<file path="src/rtl/cv32e40x_div_seq.sv">
// ---------------------------------------------------------------------------
// cv32e40x_div_seq
//   Sequential radix-2 restoring divider for DIV/DIVU/REM/REMU.
//   Produces one quotient bit per cycle. The ALU's CLZ unit is borrowed to
//   normalise the divisor, and its shifter aligns the divisor. The loop then
//   runs clz(|b|)+1 times. A sign correction is applied on the way into
//   DONE, and the result is held there until the consumer takes it.
//
// Ports
//   clk, rst_n             clock, synchronous active-low reset
//   opcode_i[1:0]          bit0 = unsigned, bit1 = remainder
//   op_a_i, op_b_i         dividend, divisor
//   valid_i / ready_o      request handshake (ready_o only in IDLE)
//   kill_i                 abort; wins over accept and ready_i
//   result_o / valid_o     result handshake, consumer acknowledges with ready_i
//   alu_clz_*              borrowed CLZ: bit-reversed |b| out, count back in
//   alu_shift_*            borrowed shifter: amount out, |b| << amt back in
//
// Handshake: a request transfers on a rising edge where valid_i && ready_o
// && !kill_i. A result transfers on a rising edge where valid_o && ready_i
// && !kill_i. Outputs do not depend combinationally on valid_i or ready_i.
// ---------------------------------------------------------------------------
module cv32e40x_div_seq (
   input  logic        clk,
   input  logic        rst_n,
   input  logic [1:0]  opcode_i,
   input  logic [31:0] op_a_i,
   input  logic [31:0] op_b_i,
   input  logic        valid_i,
   output logic        ready_o,
   input  logic        kill_i,
   output logic [31:0] result_o,
   output logic        valid_o,
   input  logic        ready_i,
   output logic        alu_clz_en_o,
   output logic [31:0] alu_clz_data_rev_o,
   input  logic [5:0]  alu_clz_result_i,
   output logic        alu_shift_en_o,
   output logic [5:0]  alu_shift_amt_o,
   input  logic [31:0] alu_op_b_shifted_i
);

   typedef enum logic [2:0] {
      S_IDLE  = 3'd0,
      S_CLZ   = 3'd1,
      S_SHIFT = 3'd2,
      S_ITER  = 3'd3,
      S_DONE  = 3'd4
   } state_e;

   state_e      state_q, state_d;
   logic        neg_a_q, neg_a_d;
   logic        neg_b_q, neg_b_d;
   logic        rem_sel_q, rem_sel_d;
   logic [31:0] abs_a_q, abs_a_d;
   logic [31:0] abs_b_q, abs_b_d;
   logic [5:0]  cnt_q, cnt_d;
   logic [31:0] dvs_q, dvs_d;
   logic [31:0] rem_q, rem_d;
   logic [31:0] quo_q, quo_d;
   logic [31:0] result_q, result_d;

   // Operand decode at accept time
   logic        in_signed;
   logic        in_neg_a, in_neg_b;
   logic [31:0] in_abs_a, in_abs_b;

   always_comb begin
      in_signed = ~opcode_i[0];
      in_neg_a  = in_signed & op_a_i[31];
      in_neg_b  = in_signed & op_b_i[31];
      // -0x80000000 wraps back to 0x80000000, which is the correct magnitude
      // when read as unsigned.
      in_abs_a  = in_neg_a ? (32'd0 - op_a_i) : op_a_i;
      in_abs_b  = in_neg_b ? (32'd0 - op_b_i) : op_b_i;
   end

   // One restoring step, plus the sign-corrected results it would give
   logic        step_ge;
   logic [31:0] step_rem, step_quo;
   logic [31:0] fix_rem, fix_quo;
   logic [31:0] zero_rem;

   always_comb begin
      step_ge  = (rem_q >= dvs_q);
      step_rem = step_ge ? (rem_q - dvs_q) : rem_q;
      step_quo = {quo_q[30:0], step_ge};
      fix_quo  = (neg_a_q ^ neg_b_q) ? (32'd0 - step_quo) : step_quo;
      fix_rem  = neg_a_q ? (32'd0 - step_rem) : step_rem;
      // Divide by zero: re-applying the dividend's sign restores the original op_a.
      zero_rem = neg_a_q ? (32'd0 - abs_a_q) : abs_a_q;
   end

   // Bit-reversed |b| for the ALU's CLZ unit
   logic [31:0] abs_b_rev;

   always_comb begin
      abs_b_rev = '0;
      for (int i = 0; i < 32; i++) begin
         abs_b_rev[i] = abs_b_q[31-i];
      end
   end

   // Next-state logic
   always_comb begin
      state_d   = state_q;
      neg_a_d   = neg_a_q;
      neg_b_d   = neg_b_q;
      rem_sel_d = rem_sel_q;
      abs_a_d   = abs_a_q;
      abs_b_d   = abs_b_q;
      cnt_d     = cnt_q;
      dvs_d     = dvs_q;
      rem_d     = rem_q;
      quo_d     = quo_q;
      result_d  = result_q;

      unique case (state_q)
         S_IDLE: begin
            if (valid_i) begin
               neg_a_d   = in_neg_a;
               neg_b_d   = in_neg_b;
               rem_sel_d = opcode_i[1];
               abs_a_d   = in_abs_a;
               abs_b_d   = in_abs_b;
               state_d   = S_CLZ;
            end
         end
         S_CLZ: begin
            cnt_d = alu_clz_result_i;
            if (abs_b_q == 32'd0) begin
               result_d = rem_sel_q ? zero_rem : 32'hFFFF_FFFF;
               state_d  = S_DONE;
            end else begin
               state_d = S_SHIFT;
            end
         end
         S_SHIFT: begin
            dvs_d   = alu_op_b_shifted_i;
            rem_d   = abs_a_q;
            quo_d   = '0;
            state_d = S_ITER;
         end
         S_ITER: begin
            rem_d = step_rem;
            quo_d = step_quo;
            dvs_d = {1'b0, dvs_q[31:1]};
            cnt_d = cnt_q - 6'd1;
            // The last step's result goes straight into result_q, so the
            // value is ready on the same edge that enters DONE.
            if (cnt_q == 6'd0) begin
               result_d = rem_sel_q ? fix_rem : fix_quo;
               state_d  = S_DONE;
            end
         end
         S_DONE: begin
            if (ready_i) begin
               state_d = S_IDLE;
            end
         end
         default: begin
            state_d = S_IDLE;
         end
      endcase

      // kill_i overrides every transition, including accept and result take.
      if (kill_i) begin
         state_d = S_IDLE;
      end
   end

   always_ff @(posedge clk) begin
      if (!rst_n) begin
         state_q   <= S_IDLE;
         neg_a_q   <= 1'b0;
         neg_b_q   <= 1'b0;
         rem_sel_q <= 1'b0;
         abs_a_q   <= '0;
         abs_b_q   <= '0;
         cnt_q     <= '0;
         dvs_q     <= '0;
         rem_q     <= '0;
         quo_q     <= '0;
         result_q  <= '0;
      end else begin
         state_q   <= state_d;
         neg_a_q   <= neg_a_d;
         neg_b_q   <= neg_b_d;
         rem_sel_q <= rem_sel_d;
         abs_a_q   <= abs_a_d;
         abs_b_q   <= abs_b_d;
         cnt_q     <= cnt_d;
         dvs_q     <= dvs_d;
         rem_q     <= rem_d;
         quo_q     <= quo_d;
         result_q  <= result_d;
      end
   end

   // Outputs
   always_comb begin
      ready_o            = (state_q == S_IDLE);
      valid_o            = (state_q == S_DONE);
      result_o           = result_q;
      alu_clz_en_o       = (state_q == S_CLZ);
      alu_clz_data_rev_o = (state_q == S_CLZ) ? abs_b_rev : 32'd0;
      alu_shift_en_o     = (state_q == S_SHIFT);
      alu_shift_amt_o    = (state_q == S_SHIFT) ? cnt_q : 6'd0;
   end

endmodule
</file>
<file path="config.mk">
export PLATFORM = sky130hd
export DESIGN_NAME = cv32e40x_div_seq
export DESIGN_NICKNAME = d
export VERILOG_FILES = /design/src/rtl/cv32e40x_div_seq.sv
export SDC_FILE = /design/constraint.sdc
export NUM_CORES = 1
export LEC_CHECK = 0
export ABC_AREA = 0
export BUFFER_PORTS_ARGS = -buffer_cell sky130_fd_sc_hd__buf_2
export CORE_MARGIN = 1.5
export CORE_UTILIZATION = 25
export DETAILED_ROUTE_END_ITERATION = 7
export PLACE_DENSITY = 0.39
export SETUP_SLACK_MARGIN = 0.5
export SLEW_MARGIN = 20
export SYNTH_ARGS = -nofsm -noshare
export SYNTH_HDL_FRONTEND = slang
export SYNTH_SLANG_ARGS = --single-unit
</file>
<file path="constraint.sdc">
create_clock -name clk -period 14.1 [get_ports clk]
set_clock_uncertainty 0.15 [all_clocks]
set_input_delay 0 -clock clk [delete_from_list [all_inputs] [get_ports clk]]
set_output_delay 0 -clock clk [all_outputs]
set_load 0.02 [all_outputs]
</file>
==> metrics.txt, run 1 <==
# TYPE chip_impl_metric gauge
chip_impl_info{name="worst_r2r_endpoint",value="result_o[30]"} 1
chip_impl_metric{name="global_placement_routability_congestion",unit=""} 0.856
chip_impl_metric{name="irDropWorstVdd",unit="V"} 0.0000981
chip_impl_metric{name="placedCellCount",unit=""} 2787
chip_impl_metric{name="timing.reg2reg.worst_path_depth",unit=""} 21
chip_impl_info{name="run_status",value="finished clean"} 1
chip_impl_metric{name="finalSetupViolations",unit=""} 0
chip_impl_metric{name="worst_slew_margin_rel",unit="%"} 25.3
chip_impl_metric{name="global_route.overflow_total",unit=""} 0
chip_impl_metric{name="cts.clk_slew.worst_paths",unit="ps"} 60
chip_impl_metric{name="ys_ff_latch",unit=""} 203
chip_impl_metric{name="seq_area_frac_synth",unit="%"} 27.3
chip_impl_metric{name="synth.net_count",unit=""} 2098
chip_impl_metric{name="post-route-min-period",unit="ps"} 5700
chip_impl_metric{name="clock_sink_count",unit=""} 203
chip_impl_metric{name="ff2ff_setup_slack",unit="ps"} 8400
chip_impl_metric{name="grt_util_all_layers",unit="%"} 19.1
chip_impl_metric{name="area_growth_syn_to_layout",unit="%"} 30.4
chip_impl_metric{name="detailedPlace.worstSlack",unit="ps"} 8480
chip_impl_metric{name="initial_core_util",unit="%"} 25.2
chip_impl_metric{name="setup_ws",unit="ps"} 8400
chip_impl_metric{name="numCtsBuffers",unit=""} 28
chip_impl_metric{name="fmax",unit="GHz"} 0.176
chip_impl_metric{name="post_route_cells_drive_above_1_share",unit="%"} 12.3
chip_impl_metric{name="synth_mux_area_share",unit="%"} 1.23
chip_impl_info{name="ctsRootBufferMaster",value="sky130_fd_sc_hd__clkbuf_16"} 1
chip_impl_metric{name="worst_slew_pin_slew",unit="ps"} 1120
chip_impl_metric{name="finish.utilization",unit="%"} 32.9
chip_impl_metric{name="yosys.cell_types.count",unit=""} 89
chip_impl_metric{name="synth-compound-area-share",unit="%"} 29.3
chip_impl_info{name="worst_r2r_startpoint",value="dvs_q[9]"} 1
chip_impl_metric{name="die_w",unit="um"} 247
chip_impl_metric{name="detailedRoute.firstIterationViolations",unit=""} 956
chip_impl_metric{name="worstPathArrival",unit="ps"} 6020
chip_impl_info{name="holdCritStartpoint",value="alu_op_b_shifted_i[31]"} 1
chip_impl_metric{name="maximum_number_of_pins_on_one_net_before_global_route_repair",unit=""} 100
chip_impl_metric{name="synth_area",unit="sq mm"} 0.0149
chip_impl_metric{name="synth-edff-count",unit=""} 0
chip_impl_info{name="timing.hold.worst_endpoint",value="dvs_q[31]"} 1
chip_impl_metric{name="detailed_place_hpwl",unit="um"} 43700
chip_impl_metric{name="drc_errors",unit=""} 0
chip_impl_metric{name="syn_area_per_cell",unit="sq um"} 7.63
chip_impl_metric{name="buffers_added_on_ports",unit=""} 182
chip_impl_metric{name="crit_path_max_fanout",unit=""} 26
chip_impl_metric{name="min_delay_path_depth",unit=""} 4
chip_impl_metric{name="drv_slew",unit=""} 0
chip_impl_metric{name="chipHeight",unit="um"} 247
chip_impl_metric{name="cts-root-to-sink-buffers",unit=""} 3
chip_impl_metric{name="vias",unit=""} 15900
chip_impl_metric{name="grt_pass1_wl",unit="um"} 91900
chip_impl_metric{name="timing_hold_violations_final",unit=""} 0
chip_impl_info{name="layout_commonest_cell",value="sky130_fd_sc_hd__dlygate4sd3_1"} 1
chip_impl_info{name="rsz0062_at_grt",value="false"} 1
chip_impl_info{name="critPathKind",value="reg2reg"} 1
chip_impl_info{name="critPathCaptureType",value="register"} 1
chip_impl_metric{name="synth_fa_ha_area_share",unit="%"} 3.42
chip_impl_metric{name="route.detailed.vias_per_inst",unit=""} 5.21
chip_impl_info{name="critical_path.startpoint_type",value="register"} 1
chip_impl_metric{name="synth_warnings",unit=""} 0
chip_impl_metric{name="grt_antenna_before_repair",unit=""} 0
chip_impl_info{name="synth_top_family_by_area",value="compound AO/OA/AOI/OAI gates"} 1
chip_impl_metric{name="fraction_of_registers_with_async_set_or_reset_after_synthesis",unit="%"} 0
chip_impl_info{name="synth_top_cell_by_area",value="sky130_fd_sc_hd__dfxtp_1"} 1
chip_impl_metric{name="drt_wl_total",unit="um"} 59800
chip_impl_metric{name="p_leak",unit="nW"} 8.24
chip_impl_metric{name="n_antenna_cell",unit=""} 0
chip_impl_metric{name="max_cap_viol_count",unit=""} 0
chip_impl_info{name="hold_path_class",value="in2reg"} 1
chip_impl_metric{name="power.density_cell_area",unit="mW/mm^2"} 107
chip_impl_info{name="yosys_most_used_dff",value="sky130_fd_sc_hd__dfxtp_1"} 1
chip_impl_metric{name="wl_per_cell",unit="um"} 19.6
chip_impl_metric{name="boundaryPins",unit=""} 183
chip_impl_metric{name="area_inside_the_core_boundary",unit="sq mm"} 0.0589
chip_impl_metric{name="antenna_violating_nets_post_route",unit=""} 0
chip_impl_info{name="synthTopCellsByArea",value="sky130_fd_sc_hd__dfxtp_1 27%, sky130_fd_sc_hd__a21oi_1 5.6%, sky130_fd_sc_hd__nand2_1 4.9%, sky130_fd_sc_hd__xnor2_1 4.7%, sky130_fd_sc_hd__o21ai_0 4.4%"} 1
chip_impl_metric{name="grt_pass1_vias",unit=""} 15300
chip_impl_metric{name="std_cell_rows",unit=""} 89
chip_impl_metric{name="synth_xor_xnor_area_share",unit="%"} 8.72
chip_impl_metric{name="layout_worst_path_cycle_share",unit="%"} 40.4
chip_impl_info{name="most-common-layout-cells",value="204 x sky130_fd_sc_hd__dlygate4sd3_1, 202 x sky130_fd_sc_hd__dfxtp_1, 195 x sky130_fd_sc_hd__nand2_1"} 1
chip_impl_metric{name="fin_setup_tns",unit="ps"} 0
chip_impl_metric{name="fin_total_pwr",unit="mW"} 2.08
chip_impl_metric{name="synth_simple_gate_area_share",unit="%"} 24.6
chip_impl_metric{name="design.die.area",unit="sq mm"} 0.0609
chip_impl_metric{name="h-tree-depth",unit=""} 1
chip_impl_metric{name="timing.critical_path.required",unit="ps"} 14420
chip_impl_metric{name="nets",unit=""} 2397
chip_impl_metric{name="netlist_instances",unit=""} 1949
chip_impl_metric{name="layoutNonFillerInstCount",unit=""} 3043
chip_impl_metric{name="drt_pre_antenna_iters",unit=""} 5
chip_impl_metric{name="clock_latency",unit="ps"} 590
chip_impl_info{name="tritoncts_clock_tree",value="done"} 1
chip_impl_metric{name="netlist.area_leader.share",unit="%"} 27.3
[worst max path at each step]
stage                     startpoint           end  slack, ps  cells past startpoint
after global placement      dvs_q[9]  result_o[30]       8610                     21
after global routing        dvs_q[9]  result_o[20]       8040                     21
after floorplan             rem_q[0]  result_o[30]       8960                     25
after CTS                   dvs_q[9]  result_o[20]       8440                     21
after detailed placement   rem_q[10]  result_o[20]       8480                     20
final                       dvs_q[9]  result_o[30]       8400                     21
[per-layer routing]
| metal | vias up | global-route usage [%] | wire length (um) |
|---|---|---|---|
| met1 | 7656 | 25.7 | 28000 |
| met3 | 60 | 3.44 | 3220 |
| li1 | 7772 | - | - |
| met2 | 374 | 32.1 | 27600 |
| met4 | 0 | 3.48 | 962 |
| met5 | - | 0 | 0 |
[what timing repair did]
item,in CTS,in global routing
resized for setup,0,0
buffers inserted,0,0
hold endpoints to repair,113,0
hold buffers,204,0
[sequential cells by signal, indices dropped and copies added, names as in the netlist, 3 cells and up]
name and cells:
abs_a_q 32, abs_b_q 32, dvs_q 32, rem_q 32
result_o 32, quo_q 31, cnt_q 6, state_q 3
[Yosys cell counts, types with 38 or more instances]
cell	instances
sky130_fd_sc_hd__nor2_1	109
sky130_fd_sc_hd__clkbuf_1	105
sky130_fd_sc_hd__ha_1	39
sky130_fd_sc_hd__a21oi_1	166
sky130_fd_sc_hd__nand2_1	195
sky130_fd_sc_hd__nor3_1	43
sky130_fd_sc_hd__xnor2_1	80
sky130_fd_sc_hd__nor3b_1	40
sky130_fd_sc_hd__o21ai_0	131
sky130_fd_sc_hd__or3_1	47
sky130_fd_sc_hd__and2_1	45
sky130_fd_sc_hd__xor2_1	68
sky130_fd_sc_hd__o211a_1	59
sky130_fd_sc_hd__nor2b_1	58
sky130_fd_sc_hd__inv_1	62
sky130_fd_sc_hd__and3_1	45
sky130_fd_sc_hd__dfxtp_1	203
sky130_fd_sc_hd__o221ai_1	38
[metrics by stage]
step	area, sq um	hold slack [ps]
3_5_place_dp	16400	126
2_1_floorplan	14900	-5.08
3_3_place_gp	16400	123
5_1_grt	19400	99.4
6_report	19400	76.1
4_1_cts	19400	59.3
[logic make-up after synthesis]
kind of cell,count (synthesis)
AND/OR/NAND/NOR,703
AO/OA/AOI/OAI,637
flip-flops,203
buffers and inverters,200
XOR/XNOR,148
adder cells (fa/ha/maj),40
multiplexers,18
[worst max-delay path: stages, from the launching register on]
cell and delay, ps:
sky130_fd_sc_hd__dfxtp_1 330, sky130_fd_sc_hd__inv_1 70, sky130_fd_sc_hd__ha_1 510, sky130_fd_sc_hd__nand4_1 190
sky130_fd_sc_hd__nor4_1 700, sky130_fd_sc_hd__nor2_1 110, sky130_fd_sc_hd__a31oi_2 380, sky130_fd_sc_hd__or2_2 190
sky130_fd_sc_hd__buf_4 300, sky130_fd_sc_hd__nand2_1 80, sky130_fd_sc_hd__o21ai_0 180, sky130_fd_sc_hd__ha_1 240
sky130_fd_sc_hd__inv_1 70, sky130_fd_sc_hd__or3_1 430, sky130_fd_sc_hd__or4_1 490, sky130_fd_sc_hd__nor2_1 110
sky130_fd_sc_hd__a41oi_1 120, sky130_fd_sc_hd__nor2_1 340, sky130_fd_sc_hd__a41oi_1 180, sky130_fd_sc_hd__xnor2_1 180
sky130_fd_sc_hd__a21oi_1 150, sky130_fd_sc_hd__nor2_1 60
[report_power, final]
group          switching [mW]  internal [mW]  leakage (nW)
Combinational           0.428          0.275          6.11
Clock                   0.297          0.453         0.471
Sequential             0.0305          0.596          1.65
[layout make-up]
type	count	area (sq um)
fillers	6325	39500
flip-flops and latches	203	4070
well taps	773	967
repair buffers	405	3100
clock inverters	10	153
clock buffers	42	813
multi-input cells	1546	10000
inverters	64	240
Note: power is estimated with default switching activity, not from simulation.
==> inputs of run 2 (changes only) <==
--- a/config.mk
+++ b/config.mk
@@ -5,12 +5,12 @@
 export SDC_FILE = /design/constraint.sdc
 export NUM_CORES = 1
 export LEC_CHECK = 0
-export ABC_AREA = 0
+export ABC_AREA = 1
 export BUFFER_PORTS_ARGS = -buffer_cell sky130_fd_sc_hd__buf_2
 export CORE_MARGIN = 1.5
 export CORE_UTILIZATION = 25
 export DETAILED_ROUTE_END_ITERATION = 7
-export PLACE_DENSITY = 0.39
+export PLACE_DENSITY = 0.4
 export SETUP_SLACK_MARGIN = 0.5
 export SLEW_MARGIN = 20
 export SYNTH_ARGS = -nofsm -noshare
==> constraint.sdc (replaced) <==
create_clock -name clk -period 5.2 [get_ports clk]
set_clock_uncertainty 0.15 [all_clocks]
set_input_delay 0 -clock clk [delete_from_list [all_inputs] [get_ports clk]]
set_output_delay 0 -clock clk [all_outputs]
set_load 0.02 [all_outputs]
==> run 2 against run 1 <==
Net effect:
- worst setup slack got worse by 7500 ps
- largest power group is now combinational cells
- critical path depth rose by 4
- sequential share of layout area fell by 0.71 points
- final cell count rose by 23%
- power rose to 3.1 times the previous value
- flip-flop and latch count did not move
==> metrics.txt, run 2 <==
# TYPE chip_impl_metric gauge
chip_impl_metric{name="detailed_place_hpwl",unit="um"} 45700
chip_impl_metric{name="fin_total_pwr",unit="mW"} 6.40
chip_impl_metric{name="seq_area_frac_synth",unit="%"} 26.2
chip_impl_info{name="critical_path.startpoint_type",value="register"} 1
chip_impl_metric{name="buffers_added_on_ports",unit=""} 182
chip_impl_metric{name="grt_pass1_wl",unit="um"} 93200
chip_impl_info{name="synth_top_cell_by_area",value="sky130_fd_sc_hd__dfxtp_1"} 1
chip_impl_metric{name="worstPathArrival",unit="ps"} 4580
chip_impl_metric{name="crit_path_max_fanout",unit=""} 48
chip_impl_metric{name="p_leak",unit="nW"} 9.31
chip_impl_info{name="ctsRootBufferMaster",value="sky130_fd_sc_hd__clkbuf_16"} 1
chip_impl_info{name="rsz0062_at_grt",value="false"} 1
chip_impl_metric{name="drv_slew",unit=""} 0
chip_impl_metric{name="area_growth_syn_to_layout",unit="%"} 29.3
chip_impl_metric{name="power.density_cell_area",unit="mW/mm^2"} 319
chip_impl_metric{name="timing.critical_path.required",unit="ps"} 5510
chip_impl_info{name="hold_path_class",value="in2reg"} 1
chip_impl_metric{name="synth.net_count",unit=""} 2772
chip_impl_metric{name="synth_warnings",unit=""} 0
chip_impl_metric{name="ys_ff_latch",unit=""} 203
chip_impl_metric{name="drt_wl_total",unit="um"} 60600
chip_impl_metric{name="finalSetupViolations",unit=""} 0
chip_impl_metric{name="grt_util_all_layers",unit="%"} 18.5
chip_impl_metric{name="max_cap_viol_count",unit=""} 0
chip_impl_metric{name="timing.reg2reg.worst_path_depth",unit=""} 25
chip_impl_metric{name="worst_slew_margin_rel",unit="%"} 45.0
chip_impl_metric{name="numCtsBuffers",unit=""} 28
chip_impl_metric{name="fin_setup_tns",unit="ps"} 0
chip_impl_metric{name="initial_core_util",unit="%"} 25.2
chip_impl_metric{name="chipHeight",unit="um"} 252
chip_impl_metric{name="synth_area",unit="sq mm"} 0.0155
chip_impl_metric{name="place_area",unit="sq mm"} 0.0172
chip_impl_metric{name="timing_hold_violations_final",unit=""} 0
chip_impl_metric{name="netlist_instances",unit=""} 2623
chip_impl_metric{name="fraction_of_registers_with_async_set_or_reset_after_synthesis",unit="%"} 0
chip_impl_info{name="ys_top_cells_by_count",value="734 x sky130_fd_sc_hd__nand2_1, 345 x sky130_fd_sc_hd__inv_1, 294 x sky130_fd_sc_hd__nor2_1"} 1
chip_impl_metric{name="hold_ws",unit="ps"} 67.3
chip_impl_metric{name="yosys.cell_types.count",unit=""} 54
chip_impl_metric{name="std_cell_rows",unit=""} 91
chip_impl_info{name="tritoncts_clock_tree",value="done"} 1
chip_impl_info{name="most-common-layout-cells",value="733 x sky130_fd_sc_hd__nand2_1, 343 x sky130_fd_sc_hd__inv_1, 290 x sky130_fd_sc_hd__nor2_1"} 1
chip_impl_metric{name="n_antenna_cell",unit=""} 0
chip_impl_metric{name="drt_pre_antenna_iters",unit=""} 5
chip_impl_info{name="critPathKind",value="reg2reg"} 1
chip_impl_metric{name="nets",unit=""} 3088
chip_impl_metric{name="wl_per_cell",unit="um"} 16.2
chip_impl_metric{name="area_inside_the_core_boundary",unit="sq mm"} 0.0615
chip_impl_metric{name="clock_sink_count",unit=""} 203
chip_impl_metric{name="grt_antenna_before_repair",unit=""} 0
chip_impl_metric{name="detailedRoute.firstIterationViolations",unit=""} 1133
chip_impl_metric{name="global_route.overflow_total",unit=""} 0
chip_impl_metric{name="post-route-min-period",unit="ps"} 4270
chip_impl_metric{name="syn_area_per_cell",unit="sq um"} 5.91
chip_impl_metric{name="drc_errors",unit=""} 0
chip_impl_metric{name="layout_worst_path_cycle_share",unit="%"} 82.1
chip_impl_metric{name="synth-edff-count",unit=""} 0
chip_impl_info{name="layout_commonest_cell",value="sky130_fd_sc_hd__nand2_1"} 1
chip_impl_info{name="yosys_most_used_dff",value="sky130_fd_sc_hd__dfxtp_1"} 1
chip_impl_metric{name="route.detailed.vias_per_inst",unit=""} 4.70
chip_impl_metric{name="cts.clk_slew.worst_paths",unit="ps"} 60
chip_impl_metric{name="design.die.area",unit="sq mm"} 0.0635
chip_impl_info{name="yosys.cell_count.top_type",value="sky130_fd_sc_hd__nand2_1"} 1
chip_impl_metric{name="fmax",unit="GHz"} 0.234
chip_impl_metric{name="cts-root-to-sink-buffers",unit=""} 3
chip_impl_metric{name="boundaryPins",unit=""} 183
chip_impl_metric{name="post_route_cells_drive_above_1_share",unit="%"} 11.1
chip_impl_metric{name="final_area",unit="sq mm"} 0.0201
chip_impl_metric{name="finish.utilization",unit="%"} 32.6
chip_impl_metric{name="netlist.area_leader.share",unit="%"} 26.2
chip_impl_info{name="run_status",value="finished clean"} 1
chip_impl_metric{name="worst_slew_pin_slew",unit="ps"} 825
chip_impl_metric{name="grt_pass1_vias",unit=""} 16600
chip_impl_metric{name="h-tree-depth",unit=""} 1
chip_impl_metric{name="vias",unit=""} 17600
chip_impl_info{name="critPathCaptureType",value="register"} 1
chip_impl_metric{name="maximum_number_of_pins_on_one_net_before_global_route_repair",unit=""} 66
chip_impl_info{name="synthTopCellsByArea",value="sky130_fd_sc_hd__dfxtp_1 26%, sky130_fd_sc_hd__nand2_1 18%, sky130_fd_sc_hd__inv_1 8.3%, sky130_fd_sc_hd__nor2_1 7.1%, sky130_fd_sc_hd__a21oi_1 6.6%"} 1
chip_impl_metric{name="irDropWorstVdd",unit="V"} 0.000216
chip_impl_metric{name="fill_cells",unit=""} 6868
chip_impl_metric{name="min_delay_path_depth",unit=""} 4
chip_impl_metric{name="global_placement_routability_congestion",unit=""} 0.882
chip_impl_metric{name="die_w",unit="um"} 252
chip_impl_metric{name="clock_latency",unit="ps"} 590
chip_impl_metric{name="antenna_violating_nets_post_route",unit=""} 0
-- run 2: changes by cell type in the layout (fill, tap and decap cells not counted), sizes merged, moves of 58 or more --
cell | before | now
nand3 | 27 | 162
o211a | 59 | 0
nor2 | 109 | 307
nand2 | 196 | 748
inv | 63 | 358
nor2b | 58 | 0
-- run 2: path summary, 6_finish.rpt --
path              slack, ps           startpoint           end
setup / recovery        930             rem_q[0]   result_o[8]
setup reg to reg        930             rem_q[0]   result_o[8]
hold reg to reg         310         result_o[22]  result_o[22]
hold / removal           70  alu_clz_result_i[0]      cnt_q[0]
-- run 2: kinds of logic (layout without fill, tap and decap cells) --
logic type | Yosys count | count (layout) | share of synthesized area (%)
DFF | 203 | 203 | 26.2
and+or+nand+nor | 1329 | 1330 | 35.8
xor gates and xnor gates | 82 | 82 | 4.63
AOI/OAI and AO/OA | 493 | 493 | 18.3
buffers and inverters | 476 | 810 | 11.9
adders and majority gates | 40 | 40 | 3.28
-- run 2: metal layers --
| metal | vias to the layer above | GRT usage (%) | wire length (um) |
|---|---|---|---|
| met5 | - | 0 | 0 |
| met4 | 0 | 4.16 | 1450 |
| met3 | 73 | 2.38 | 2510 |
| met2 | 342 | 30.1 | 26900 |
| met1 | 8097 | 25.9 | 29700 |
| li1 | 9113 | - | - |
-- run 2: layout make-up --
type	instances	area, sq um	share of cell area [%]
inverter	364	1370	6.82
clock inverter	12	194	0.967
sequential	203	4070	20.3
timing repair buffer	397	3000	15.0
multi-input combinational	1945	9660	48.2
tap	790	988	4.93
clock buffer	37	774	3.86
-- run 2: repair_timing --
| item | in CTS | in global routing |
|---|---|---|
| setup endpoints to repair | 0 | 15 |
| hold buffers | 189 | 0 |
| gates resized for setup | 0 | 5 |
| endpoints found under the hold margin | 108 | 0 |
| buffers inserted | 0 | 1 |
-- run 2: metrics by stage --
| stage | std cells | setup WS (ps) |
|---|---|---|
| 6_report | 3748 | 930 |
| 2_1_floorplan | 2623 | 1160 |
| 5_1_grt | 3748 | 510 |
| 3_3_place_gp | 3508 | 775 |
| 4_1_cts | 3746 | 706 |
| 3_5_place_dp | 3508 | 726 |
-- run 2: critical path, stage by stage, from the launching register on --
cell                       delay (ps)
sky130_fd_sc_hd__dfxtp_1          370
sky130_fd_sc_hd__inv_1             60
sky130_fd_sc_hd__ha_1             200
sky130_fd_sc_hd__fa_1             410
sky130_fd_sc_hd__inv_1            120
sky130_fd_sc_hd__nand2_1           60
sky130_fd_sc_hd__nand2_1           80
sky130_fd_sc_hd__nand3_1           90
sky130_fd_sc_hd__nand2_2          130
sky130_fd_sc_hd__nand2_1           90
sky130_fd_sc_hd__nand3_2          140
sky130_fd_sc_hd__nand2_8          110
sky130_fd_sc_hd__nand2_4           90
sky130_fd_sc_hd__buf_6            350
sky130_fd_sc_hd__nand2_1          120
sky130_fd_sc_hd__o21ai_2          120
sky130_fd_sc_hd__ha_1             230
sky130_fd_sc_hd__nand3_1           90
sky130_fd_sc_hd__nor2_1           220
sky130_fd_sc_hd__nand2_1          120
sky130_fd_sc_hd__nand2_1          140
sky130_fd_sc_hd__a21oi_1           80
sky130_fd_sc_hd__o21ai_0          150
sky130_fd_sc_hd__o211ai_1         200
sky130_fd_sc_hd__nand3_1          160
sky130_fd_sc_hd__a21oi_1           80
-- run 2: where the power goes --
group	switching (mW)	total [mW]	internal [mW]
sequential	0.0815	1.71	1.63
combinational	1.79	2.65	0.859
clock	0.798	2.04	1.24
total	2.67	6.40	3.73
==> inputs of run 3 (changes only) <==
--- a/config.mk
+++ b/config.mk
@@ -5,7 +5,7 @@
 export SDC_FILE = /design/constraint.sdc
 export NUM_CORES = 1
 export LEC_CHECK = 0
-export ABC_AREA = 1
+export ABC_AREA = 0
 export BUFFER_PORTS_ARGS = -buffer_cell sky130_fd_sc_hd__buf_2
 export CORE_MARGIN = 1.5
 export CORE_UTILIZATION = 25
==> constraint.sdc (replaced) <==
create_clock -name clk -period 3.9 [get_ports clk]
set_clock_uncertainty 0.15 [all_clocks]
set_input_delay 0 -clock clk [delete_from_list [all_inputs] [get_ports clk]]
set_output_delay 0 -clock clk [all_outputs]
set_load 0.02 [all_outputs]
==> run 3 against run 2 <==
Net effect:
- the run now ends with negative setup slack left
- fmax increased by 1.6%
- clock power increased by 27%
- power increased by 43%
- die area decreased by 4.1%
- via count decreased by 2.4%
- critical path type unchanged
- register-to-register slack got worse by 1200 ps
==> metrics.txt, run 3 (synthesis results as in run 1) <==
# TYPE chip_impl_metric gauge
chip_impl_metric{name="worstPathArrival",unit="ps"} 4560
chip_impl_metric{name="area_inside_the_core_boundary",unit="sq mm"} 0.0589
chip_impl_metric{name="switching_share_of_total_power",unit="%"} 35.9
chip_impl_info{name="rsz0062_at_grt",value="true"} 1
chip_impl_metric{name="cts-root-to-sink-buffers",unit=""} 3
chip_impl_metric{name="clock_latency",unit="ps"} 600
chip_impl_metric{name="grt_antenna_before_repair",unit=""} 0
chip_impl_metric{name="timing_hold_violations_final",unit=""} 0
chip_impl_metric{name="grt_pass1_wl",unit="um"} 99000
chip_impl_metric{name="detailedPlace.worstSlack",unit="ps"} -628
chip_impl_metric{name="die_w",unit="um"} 247
chip_impl_metric{name="buffers_added_on_ports",unit=""} 182
chip_impl_metric{name="p_leak",unit="nW"} 10.2
chip_impl_metric{name="numCtsBuffers",unit=""} 28
chip_impl_info{name="tritoncts_clock_tree",value="done"} 1
chip_impl_metric{name="nets",unit=""} 2757
chip_impl_metric{name="seq_power_share",unit="%"} 24.5
chip_impl_metric{name="grt_util_all_layers",unit="%"} 20.6
chip_impl_metric{name="detailedRoute.firstIterationViolations",unit=""} 878
chip_impl_info{name="critPathCaptureType",value="register"} 1
chip_impl_metric{name="maximum_number_of_pins_on_one_net_before_global_route_repair",unit=""} 157
chip_impl_metric{name="h-tree-depth",unit=""} 1
chip_impl_metric{name="finalSetupViolations",unit=""} 19
chip_impl_info{name="critical_path.cell_chain",value="inv_2, ha_4, a21o_1, a21oi_4, buf_6, a21oi_4, or3_4, a222oi_1, buf_4, a31oi_4, or4b_4, or3_4, o31ai_4, xnor2_2, a21oi_1, o31ai_1"} 1
chip_impl_info{name="critical_path.slowest_cell",value="sky130_fd_sc_hd__or4b_4"} 1
chip_impl_metric{name="switching_power",unit="mW"} 3.29
chip_impl_metric{name="crit_path_max_fanout",unit=""} 4
chip_impl_metric{name="design.die.area",unit="sq mm"} 0.0609
chip_impl_metric{name="path_buf_inv",unit=""} 3
chip_impl_info{name="critPathKind",value="reg2reg"} 1
chip_impl_metric{name="setup_ws",unit="ps"} -304
chip_impl_metric{name="global_placement_routability_congestion",unit=""} 0.868
chip_impl_metric{name="drc_errors",unit=""} 0
chip_impl_metric{name="fmax",unit="GHz"} 0.238
chip_impl_metric{name="worst_slew_margin_rel",unit="%"} 37.3
chip_impl_metric{name="grt_pass1_vias",unit=""} 17100
chip_impl_info{name="hold_path_class",value="in2reg"} 1
chip_impl_info{name="ctsRootBufferMaster",value="sky130_fd_sc_hd__clkbuf_16"} 1
chip_impl_metric{name="internal_power",unit="mW"} 5.89
chip_impl_metric{name="drt_wl_total",unit="um"} 64200
chip_impl_info{name="violations",value="negative setup slack"} 1
chip_impl_metric{name="drv_slew",unit=""} 0
chip_impl_metric{name="fill_cells",unit=""} 5986
chip_impl_metric{name="fin_total_pwr",unit="mW"} 9.18
chip_impl_metric{name="std_cell_rows",unit=""} 89
chip_impl_metric{name="boundaryPins",unit=""} 183
chip_impl_metric{name="clock_sink_count",unit=""} 203
chip_impl_metric{name="wl_per_cell",unit="um"} 18.9
chip_impl_metric{name="max_cap_viol_count",unit=""} 0
chip_impl_metric{name="route.detailed.vias_per_inst",unit=""} 5.06
chip_impl_metric{name="power.density_cell_area",unit="mW/mm^2"} 388
chip_impl_metric{name="worst_slew_pin_slew",unit="ps"} 940
chip_impl_info{name="layout_commonest_cell",value="sky130_fd_sc_hd__buf_4"} 1
chip_impl_info{name="critical_path.startpoint_type",value="register"} 1
chip_impl_info{name="most-common-layout-cells",value="367 x sky130_fd_sc_hd__buf_4, 189 x sky130_fd_sc_hd__nand2_1, 181 x sky130_fd_sc_hd__buf_2"} 1
chip_impl_metric{name="vias",unit=""} 17200
chip_impl_metric{name="power_frac_clock",unit="%"} 28.3
chip_impl_metric{name="power.combinational.fraction",unit="%"} 47.3
chip_impl_info{name="run_status",value="finished, violations left"} 1
chip_impl_info{name="worst_path_dominant_cell_family",value="compound AO/OA/AOI/OAI gates"} 1
chip_impl_metric{name="detailed_place_hpwl",unit="um"} 47400
chip_impl_metric{name="global_route.overflow_total",unit=""} 0
chip_impl_metric{name="post-route-min-period",unit="ps"} 4200
chip_impl_metric{name="chipHeight",unit="um"} 247
chip_impl_metric{name="irDropWorstVdd",unit="V"} 0.000380
chip_impl_metric{name="layoutNonFillerInstCount",unit=""} 3399
chip_impl_metric{name="timing.critical_path.required",unit="ps"} 4250
chip_impl_metric{name="area_growth_syn_to_layout",unit="%"} 59.4
chip_impl_metric{name="layout_worst_path_cycle_share",unit="%"} 108
chip_impl_metric{name="critical-path-max-stage-delay",unit="ps"} 540
chip_impl_metric{name="placedCellCount",unit=""} 3114
chip_impl_metric{name="drt_pre_antenna_iters",unit=""} 8
chip_impl_metric{name="initial_core_util",unit="%"} 25.2
chip_impl_metric{name="cts.clk_slew.worst_paths",unit="ps"} 60
chip_impl_metric{name="antenna_violating_nets_post_route",unit=""} 0
chip_impl_metric{name="post_route_cells_drive_above_1_share",unit="%"} 33.7
run 3: changes by cell type in the layout (fill, tap and decap cells not counted), sizes merged, moves of 58 or more:
cell	delta
nor2b	+58
nand2	-552
inv	-295
buf	+380
o211a	+59
nor2	-198
nand3	-135
run 3: per-stage QoR:
step                hold slack [ps]  area (sq um)  util, %  setup TNS (ps)
floorplan                     -5.08         15100        -           -4540
global placement                131         19100     32.4          -11740
detailed placement              128         19100     32.4          -11460
CTS                            43.1         22900     38.9           -3060
global route                    110         23700     40.2           -6980
finish                         56.7         23700     40.2           -3230
run 3: path summary, 6_finish.rpt:
kind / depth (start not counted) / start / end / slack (ps)
hold / removal: 7 / op_a_i[4] / abs_a_q[6] / 60
setup reg to reg: 16 / dvs_q[3] / result_o[27] / -300
setup / recovery: 16 / dvs_q[3] / result_o[27] / -300
hold reg to reg: 2 / result_o[14] / result_o[14] / 290
run 3: area by class of cell:
cell class                 instances  area [sq um]  share of cell area [%]
multi-input combinational       1546         11400                    48.3
timing repair buffer             765          6010                    25.4
antenna                            1          2.50                  0.0106
clock buffer                      36           781                    3.30
inverter                          64           255                    1.08
tap                              773           967                    4.08
clock inverter                    11           133                   0.560
sequential                       203          4110                    17.3
run 3: worst reg2reg max path: cells and delay by family (launching register included):
kind                       cells  cell delay, ps
AOI/OAI and AO/OA              8            1540
and+or+nand+nor                3            1330
buffers and inverters          3             390
DFF                            1             340
adders and majority gates      1             230
xor gates and xnor gates       1             160
run 3: timing repair:
item | 4_1_cts | 5_1_grt
hold buffers | 178 | 0
endpoints found under the setup margin | 53 | 52
pin swaps | 100 | 86
gates resized for setup | 203 | 112
hold endpoints to repair | 120 | 0
gates cloned | 2 | 1
setup buffers | 31 | 27
run 3: power groups by stage:
stage	registers [mW]	clock network [mW]	logic [mW]
global placement	2.29	0	3.15
finish	2.25	2.59	4.34
CTS	2.25	2.68	3.93
detailed placement	2.29	0	3.15
floorplan	2.25	0	1.77
global route	2.26	2.76	4.64
run 3: layer usage:
layer	track usage (%)	part of all wire, %	vias up
li1	-	-	8491
met1	26.6	46	8279
met2	35.8	48	360
met3	2.82	4.1	74
met4	4.95	2.1	0
met5	0	0	-
